`src/rtl/pipe_ex_dly.sv`:
```
// LAT-deep shift register of {valid, payload}; valid bits are async-reset and
// synchronously cleared, payload flops carry no reset.
module pipe_ex_dly #(
  parameter int W   = 40,
  parameter int LAT = 3
) (
  input  logic         clk,
  input  logic         rst,
  input  logic         clr,
  input  logic         in_valid,
  input  logic [W-1:0] in_data,
  output logic         out_valid,
  output logic [W-1:0] out_data,
  output logic         any_valid
);

  logic [LAT-1:0] vld_q, vld_d;
  logic [W-1:0]   data_q [LAT];
  logic [W-1:0]   data_d [LAT];

  always_comb begin
    vld_d     = '0;
    vld_d[0]  = in_valid & ~clr;
    data_d[0] = in_data;
    for (int k = 1; k < LAT; k++) begin
      vld_d[k]  = vld_q[k-1] & ~clr;
      data_d[k] = data_q[k-1];
    end
  end

  always_ff @(posedge clk or posedge rst) begin
    if (rst) vld_q <= '0;
    else     vld_q <= vld_d;
  end

  always_ff @(posedge clk) begin
    for (int k = 0; k < LAT; k++) data_q[k] <= data_d[k];
  end

  assign out_valid = vld_q[LAT-1];
  assign out_data  = data_q[LAT-1];
  assign any_valid = |vld_q;

endmodule

```
`config.mk`:
```
export PLATFORM = sky130hd
export DESIGN_NAME = pipe_ex_dly
export DESIGN_NICKNAME = d
export VERILOG_FILES = /design/src/rtl/pipe_ex_dly.sv
export SDC_FILE = /design/constraint.sdc
export NUM_CORES = 1
export LEC_CHECK = 0
export BUFFER_PORTS_ARGS = -buffer_cell sky130_fd_sc_hd__buf_2
export CORE_UTILIZATION = 45
export CTS_BUF_LIST = sky130_fd_sc_hd__clkbuf_8
export DETAILED_ROUTE_END_ITERATION = 12
export PLACE_DENSITY_LB_ADDON = 0.3
export SKIP_LAST_GASP = 1
export SLEW_MARGIN = 0
export SYNTH_ARGS = -nofsm -noshare
export SYNTH_HDL_FRONTEND = slang
export SYNTH_SLANG_ARGS = --single-unit
```
`constraint.sdc`:
```
create_clock -name clk -period 1.9 [get_ports clk]
set_input_delay 0.19 -clock clk [delete_from_list [all_inputs] [get_ports clk]]
set_output_delay 0.19 -clock clk [all_outputs]
set_load 0.1 [all_outputs]
```
# [Yosys cells after proc, flatten, opt, wreduce, memory -nomap -nowiden]
# Memories as Yosys holds them, arrays and structs flattened.
# Index checks and enable logic that the tools add are counted.
[totals] inputBits=44 n_memories=1 out_inout_bits=42 ram_bits=120 register_bits=3
[mem_list] memory="data_q" depth=3 width=40 rd=3 rd_clocked_by_memory_dff=0 wr=3 line_no="18" source="logic [W-1:0] data_q [LAT];"
[op_classes] reduce_logical=1 n_bitwise=4
[op_table] cell="$and A1 B1 Y1" n=3
[op_table] cell="$reduce_or A3 Y1" n=1
[op_table] cell="$not A1 Y1" n=1

# [Logic depth before layout (Yosys ltp)]
# Gate-level depths: netlist of run 1.
[logic_depth] depth_word=2 mapped_depth=1 depth_no_buf=1

# [Least setup slack after synthesis of run 1]
# No wires, ideal clock.
[synth_timing] kind="register -> output" startpoint="register vld_q[2]" endpoint="output port any_valid" arrival_ps=1718 n_path_buf=0 setup_slack_ps=-8 required_time_ps=1710 stages_incl_launch_ff=2 cell_sequence="dfrtp_1 or3_1"
[synth_via] elab_chain_cells=1
[synth_lines] item="start: declaration" line_no="17" source="logic [LAT-1:0] vld_q, vld_d;"
[synth_lines] item="start signal: assignment" line_no="33" source="else vld_q <= vld_d;"
[synth_lines] item="$reduce_or A3 Y1" line_no="42" source="assign any_valid = |vld_q;"
[synth_lines] item="end: declaration" line_no="14" source="output logic any_valid"
# Every way passes these cells.

# [Worst setup path after layout of run 1]
# Ends and elaborated chain as after synthesis.

==> metrics.cfg, run 1 <==
[finish]
drive_gt1_frac=0.402
mostFrequentLayoutCell=dfxtp_1
diodes=0
fin_nets=318
final_core_util=0.733
layout_common_cells=dfxtp_1 (120), buf_2 (85), dlygate4sd3_1 (42)
fill_cells=351
area_delta_synth_final_pct=53.2
finalNonFillerCells=356

[power_and_ir_drop]
power_frac_comb=0.094
p_sw_w=0.00128
leakagePower_nw=1.79
power_w=0.00544
seqPwrFrac=0.506
p_sw_frac=0.236
ir_drop_mv=0.957
p_clk_frac=0.401
p_per_area_nw_per_um2=1420
p_int_w=0.00415

[die]
die_x_um=76.6
die-area_um2=5870
start_util=0.478
ios=86
die_height_um=76.6
coreArea_um2=5240
row_count=26

[setup_path]
end_kind=primary output
crit_start=vld_q[2]$_DFF_PP0_
critPathRequiredTime_ns=1.71
worstPathMaxFanout=2
r2r_start=vld_q[0]$_DFF_PP0_
arrival_ns=1.52
worstSetupStartpointType=flip-flop
crit_type=flip-flop to primary output

[run]
max_cap_violations=0

[clock_network]
worstSkewPairLatency_ns=0.39
clock-root-buffer=clkbuf_8
clk_pin_slew_ns=0.06
clockBufferDepth=2
cts_buffers=17
cts_tree=done
htreeDepth=4
clock-sinks=123
postCtsSetupRepairBufs=0
ctsResizeCount=0

[timing]
rsz0062_at_grt=false
setup_tns_ns=0
finClkSkew_ns=0.00542
tightest_slew_ns=0.498
relSlewSlack=0.670
finalSetupViolCount=0
final_hold_viol_count=0
drv_slew=0
fin_crit_sh=0.901
max_freq_ghz=0.584
period_minus_slack_ns=1.71

[detailed_routing]
dr.pass1.iters=3
vias=1347
wirelength_mm=3.73
first_iter_violations=19
avgRoutedWirePerCell_um=10.5
via_per_inst=3.78
postRouteAntennaNets=0
drcViolationCount=0

[synth]
syn_inst=128
synth_nets=172
postSynthAreaPerCell_um2=19.6
netlist_area_um2=2510
ys_types=5
synth_seq_cells=123
synth_seq_area_share=0.989
yosys_warnings=0

[grt]
grt_pass1_vias=1431
use_met1=0.119
grt_use_met2=0.252
grt_overflow=0
grtUsageMet3=0.0862
antenna_found_initial=0
grt_util_all_layers=0.143
busiest_layer=met2
grt_max_degree=17
grt_pass1_wl_mm=5.90

[place]
dp.cells=283
place_congestion=0.585
port_buffers=85

[run_status]
status=finished clean

[hold_path]
hold_class=primary input to flip-flop
hp-start=in_valid

-- worst paths after layout --
kind / endpoint / slack, ns / cells past startpoint
worst max register to register: vld_q[1]$_DFF_PP0_ / 1.26 / 1
worst min register to register: data_q[0][105]$_DFF_P_ / 0.32 / 0
worst max-delay path: any_valid / 0.19 / 2
worst min-delay path: vld_q[0]$_DFF_PP0_ / 0.07 / 2
max in group asynchronous: vld_q[2]$_DFF_PP0_ / 1.56 / 3
min in group asynchronous: vld_q[0]$_DFF_PP0_ / 0.21 / 3
-- area by class of cell --
type | count | area (um2) | area share
sequential | 123 | 2480 | 0.645
tap | 70 | 87.6 | 0.0228
clock inverter | 9 | 95.1 | 0.0248
inverter | 1 | 3.75 | 0.000978
multi-input combinational | 4 | 26.3 | 0.00684
timing repair buffer | 127 | 846 | 0.220
clock buffer | 22 | 303 | 0.0789
-- repair_timing --
item,CTS,global route
hold buffers,42,0
endpoints found under the setup margin,0,0
hold endpoints to repair,46,0
-- synthesized netlist by cell type --
cell type,instances,share of area
dfxtp_1,120,0.96
or3_1,1,0.0025
nor2b_1,3,0.0075
inv_1,1,0.0015
dfrtp_1,3,0.030
-- metal layers --
layer  wire length (um)  share of wire
met1               1370           0.37
met4                 37         0.0099
met5                  0              0
met2               1960           0.53
met3                357          0.096
-- power groups by stage --
stage               logic [W]  clock network [W]  registers [W]
detailed placement   0.000442                  0        0.00281
CTS                  0.000510            0.00225        0.00275
global placement     0.000441                  0        0.00280
finish               0.000510            0.00218        0.00275
global route         0.000525            0.00237        0.00276
floorplan           0.0000185                  0        0.00313
-- critical path: stages, from the launching register on --
cell and delay, ns:
dfrtp_1 0.37, or3_2 0.46, buf_2 0.30
-- metrics by stage --
| step | worst slack, ns | area, um2 | hold slack [ns] |
|---|---|---|---|
| after global routing | 0.135 | 3840 | 0.0354 |
| final | 0.188 | 3840 | 0.0655 |
| after CTS | 0.146 | 3840 | 0.0352 |
| after detailed placement | 0.589 | 3020 | 0.0667 |
| after global placement | 0.612 | 3020 | 0.0532 |
| after floorplan | 0.114 | 2510 | -0.0564 |
-- state kept, by name, indices dropped and copies added, names as in the netlist --
| register | count |
|---|---|
| vld_q | 3 |
| data_q | 120 |
-- logic make-up after synthesis --
logic type    Yosys count  synth area share
flops                 123             0.989
simple gates            4           0.00999
buf+inv                 1           0.00150
No activity file was read; power rests on OpenSTA's default activity.
==> run 2, diff against run 1 <==
==> constraint.sdc (replaced) <==
create_clock -name clk -period 1.5 [get_ports clk]
set_input_delay 0.15 -clock clk [delete_from_list [all_inputs] [get_ports clk]]
set_output_delay 0.15 -clock clk [all_outputs]
set_load 0.1 [all_outputs]
==> metrics.cfg, run 2 (same netlist as run 1, synthesis figures left out) <==
[hold_path]
hold_class=primary input to async pin

[clock_network]
worstSkewPairLatency_ns=0.41
clock-root-buffer=clkbuf_8
cts_tree=done
htreeDepth=4
clk_pin_slew_ns=0.06
cts_buffers=17
clockBufferDepth=2
clock-sinks=123
postCtsSetupRepairBufs=0

[setup_path]
arrival_ns=1.35
critPathRequiredTime_ns=1.35
worstSetupStartpointType=flip-flop
end_kind=primary output
worstPathMaxFanout=2
ff2ff_path_depth=1
crit_type=flip-flop to primary output

[grt]
grt_pass1_wl_mm=6.29
grt_pass1_vias=1478
antenna_found_initial=0
grt_overflow=0
grt_util_all_layers=0.154
grt_max_degree=17

[timing]
finalSetupViolCount=0
final_hold_viol_count=0
setup_tns_ns=0
period_minus_slack_ns=1.50
drv_slew=0
relSlewSlack=0.668
finClkSkew_ns=0.00559
hold_ws_ns=0.155
fin_crit_sh=1.00
rsz0062_at_grt=true
max_freq_ghz=0.667
tightest_slew_ns=0.501

[die]
die_height_um=76.6
row_count=26
die_x_um=76.6
ios=86
coreArea_um2=5240
die-area_um2=5870
start_util=0.478

[finish]
final_cell_area_um2=3800
mostFrequentLayoutCell=dfxtp_1
layout_common_cells=dfxtp_1 (120), buf_2 (84), dlygate4sd3_1 (43)
largest_reg_flops=120
multi_input_area_um2=30.0
top_register=data_q
reg_top3=data_q: 120 flops, vld_q: 3 flops
fill_cells=358
drive_gt1_frac=0.396
area_delta_synth_final_pct=51.5
fin_nets=319
regArea_um2=2480
diodes=0

[place]
port_buffers=85
place_congestion=0.629
place_area_um2=3030

[power_and_ir_drop]
p_per_area_nw_per_um2=1690
leakagePower_nw=1.77
ir_drop_mv=1.03

[run_status]
status=finished clean

[detailed_routing]
drcViolationCount=0
dr.pass1.iters=4
via_per_inst=3.79
postRouteAntennaNets=0
first_iter_violations=14
avgRoutedWirePerCell_um=11.0
vias=1356
wirelength_mm=3.94

[run]
max_cap_violations=0

[run 2: cell type report]
cell class | count | share of cell area
Clock buffer | 19 | 0.0689
Clock inverter | 13 | 0.0168
Inverter | 1 | 0.000989
Multi-Input combinational cell | 4 | 0.00791
Sequential cell | 123 | 0.653
Tap cell | 70 | 0.0231
Timing Repair Buffer | 128 | 0.229
[run 2: what timing repair did]
item / in CTS / in global routing
gates cloned: 0 / 0
endpoints found under the setup margin: 1 / 1
hold endpoints to repair: 46 / 0
pin swaps: 1 / 0
gates resized for setup: 4 / 0
hold buffers: 43 / 0
[run 2: routing by layer]
layer  vias up  share of wire  GRT usage  routed length (um)
met4         0          0.011      0.121                  43
met2        68           0.51      0.257                2010
li1        691              -          -                   -
met5         -              0          0                   0
met3         5          0.093     0.0898                 367
met1       592           0.39      0.134                1520
[run 2: power breakdown]
part | total [W] | leakage, nW | switching [W] | internal (W)
Sequential | 0.00348 | 1.05 | 0.0000373 | 0.00344
Clock | 0.00229 | 0.187 | 0.00111 | 0.00118
Combinational | 0.000661 | 0.536 | 0.000498 | 0.000162
Total | 0.00643 | 1.77 | 0.00165 | 0.00478
[run 2: critical path, stage by stage, from the launching register on]
cell and delay [ns]:
dfrtp_1 0.37, or3_4 0.40, buf_12 0.17
[run 2: per-stage QoR]
step / utilization / setup slack [ns] / instances / power (W)
after CTS: 0.725 / -0.0264 / 358 / 0.00649
after global placement: 0.578 / 0.317 / 283 / 0.00410
after global routing: 0.725 / -0.0511 / 358 / 0.00669
after floorplan: - / 0.157 / 128 / 0.00399
after detailed placement: 0.578 / 0.301 / 283 / 0.00411
final: 0.725 / 0.000407 / 358 / 0.00643
[run 2: worst paths after layout]
path                                        from                     to  slack (ns)
setup reg to reg              vld_q[1]$_DFF_PP0_     vld_q[2]$_DFF_PP0_        0.88
hold / removal                               rst     vld_q[0]$_DFF_PP0_        0.15
max in group asynchronous                    rst     vld_q[2]$_DFF_PP0_        1.21
hold reg to reg            data_q[0][32]$_DFF_P_  data_q[0][72]$_DFF_P_        0.32
min in group clk           data_q[0][32]$_DFF_P_  data_q[0][72]$_DFF_P_        0.32
setup / recovery              vld_q[1]$_DFF_PP0_              any_valid      0.0004
==> run 3, diff against run 2 <==
==> constraint.sdc (replaced) <==
create_clock -name clk -period 1.64 [get_ports clk]
set_input_delay 0.164 -clock clk [delete_from_list [all_inputs] [get_ports clk]]
set_output_delay 0.164 -clock clk [all_outputs]
set_load 0.1 [all_outputs]
==> metrics.cfg, run 3 (same netlist as run 1, synthesis figures left out) <==
[timing]
rsz0062_at_grt=false
max_freq_ghz=0.647
setup_tns_ns=0
tightest_slew_ns=0.501
fin_crit_sh=0.942
relSlewSlack=0.668
finalSetupViolCount=0
period_minus_slack_ns=1.55
hold_ws_ns=0.182
drv_slew=0
finClkSkew_ns=0.0107
final_hold_viol_count=0

[place]
place_congestion=0.647
hpwl_mm=1.96
port_buffers=85

[finish]
layout_common_cells=dfxtp_1 (120), buf_2 (84), dlygate4sd3_1 (43)
area_delta_synth_final_pct=55.9
diodes=0
largest_reg_flops=120
top_register=data_q
mostFrequentLayoutCell=dfxtp_1
drive_gt1_frac=0.395
final_core_util=0.746
fin_nets=319
reg_top3=data_q: 120 flops, vld_q: 3 flops

[detailed_routing]
first_iter_violations=32
vias=1374
dr.pass1.iters=6
drcViolationCount=0
avgRoutedWirePerCell_um=11.2
wirelength_mm=4.00
postRouteAntennaNets=0
via_per_inst=3.86

[die]
ios=86
die_height_um=76.6
die_x_um=76.6
row_count=26
start_util=0.478
coreArea_um2=5240
die-area_um2=5870

[setup_path]
cp.depth=2
critPathTopFamily=flip-flops
cp_slowest_stage_delay_ns=0.37
arrival_ns=1.38
critPathRequiredTime_ns=1.48
crit_buf_inv=1
end_kind=primary output
ff2ff_path_depth=1
cp_slowest_cell=dfrtp_1
path_cells=or3_4, buf_4
worstSetupStartpointType=flip-flop
worstPathMaxFanout=2
crit_type=flip-flop to primary output

[clock_network]
cts_tree=done
clock-root-buffer=clkbuf_8
cts_buffers=17
clock-sinks=123
clockBufferDepth=2
postCtsSetupRepairBufs=0
clk_pin_slew_ns=0.06
htreeDepth=4
worstSkewPairLatency_ns=0.40

[grt]
grt_overflow=0
grt_max_degree=17
grt_pass1_vias=1515
grt_pass1_wl_mm=6.35
grt_util_all_layers=0.154
antenna_found_initial=0

[power_and_ir_drop]
ir_drop_mv=1.10
p_int_w=0.00519
leakagePower_nw=1.82
p_sw_frac=0.225
p_sw_w=0.00150
power_frac_comb=0.089
seqPwrFrac=0.476
p_clk_frac=0.435
p_per_area_nw_per_um2=1710

[hold_path]
hold_class=primary input to async pin

[run_status]
status=finished clean

[run]
max_cap_violations=0

run 3: worst paths after layout:
path / startpoint / to / slack (ns)
setup / recovery: vld_q[2]$_DFF_PP0_ / any_valid / 0.09
max in group asynchronous: rst / vld_q[2]$_DFF_PP0_ / 1.34
setup reg to reg: vld_q[0]$_DFF_PP0_ / vld_q[1]$_DFF_PP0_ / 1.03
hold / removal: rst / vld_q[0]$_DFF_PP0_ / 0.18
hold reg to reg: data_q[0][55]$_DFF_P_ / data_q[0][95]$_DFF_P_ / 0.32
min in group clk: data_q[0][55]$_DFF_P_ / data_q[0][95]$_DFF_P_ / 0.32
run 3: routing by layer:
layer / wire length (um) / up-vias / share of wire / track usage
met5: 0 / - / 0 / 0
met3: 334 / 7 / 0.084 / 0.0898
li1: - / 689 / - / -
met4: 61 / 0 / 0.015 / 0.110
met2: 2140 / 70 / 0.54 / 0.269
met1: 1460 / 608 / 0.36 / 0.127
run 3: final cells by class:
class | count | area [um2]
flip-flops and latches | 123 | 2480
fillers | 323 | 1330
repair buffers | 128 | 858
clock buffers | 20 | 275
clock inverters | 10 | 174
well taps | 70 | 87.6
multi-input cells | 4 | 30.0
inverters | 1 | 3.75
run 3: power by group through the flow:
| stage | sequential (W) | clock [W] | combinational [W] |
|---|---|---|---|
| after floorplan | 0.00363 | 0 | 0.0000229 |
| after global placement | 0.00324 | 0 | 0.000512 |
| after detailed placement | 0.00325 | 0 | 0.000514 |
| after CTS | 0.00318 | 0.00298 | 0.000595 |
| after global routing | 0.00320 | 0.00312 | 0.000614 |
| final | 0.00318 | 0.00291 | 0.000597 |
run 3: what timing repair did:
item,4_1_cts,5_1_grt
hold buffers,43,0
hold endpoints to repair,46,0
gates resized for setup,1,0
setup endpoints to repair,1,0
run 3: per-stage QoR:
step | cell area (um2) | std cells | setup WS (ns) | total power (W)
after detailed placement | 3020 | 283 | 0.456 | 0.00376
after global routing | 3910 | 356 | 0.0394 | 0.00693
after global placement | 3020 | 283 | 0.466 | 0.00375
after floorplan | 2510 | 128 | 0.0789 | 0.00365
after CTS | 3910 | 356 | 0.0531 | 0.00676
final | 3910 | 356 | 0.0946 | 0.00669
run 3: tightest hold or removal path, stage by stage:
cell and delay (ns):
dlygate4sd3_1 0.54, buf_2 0.12, inv_1 0.09
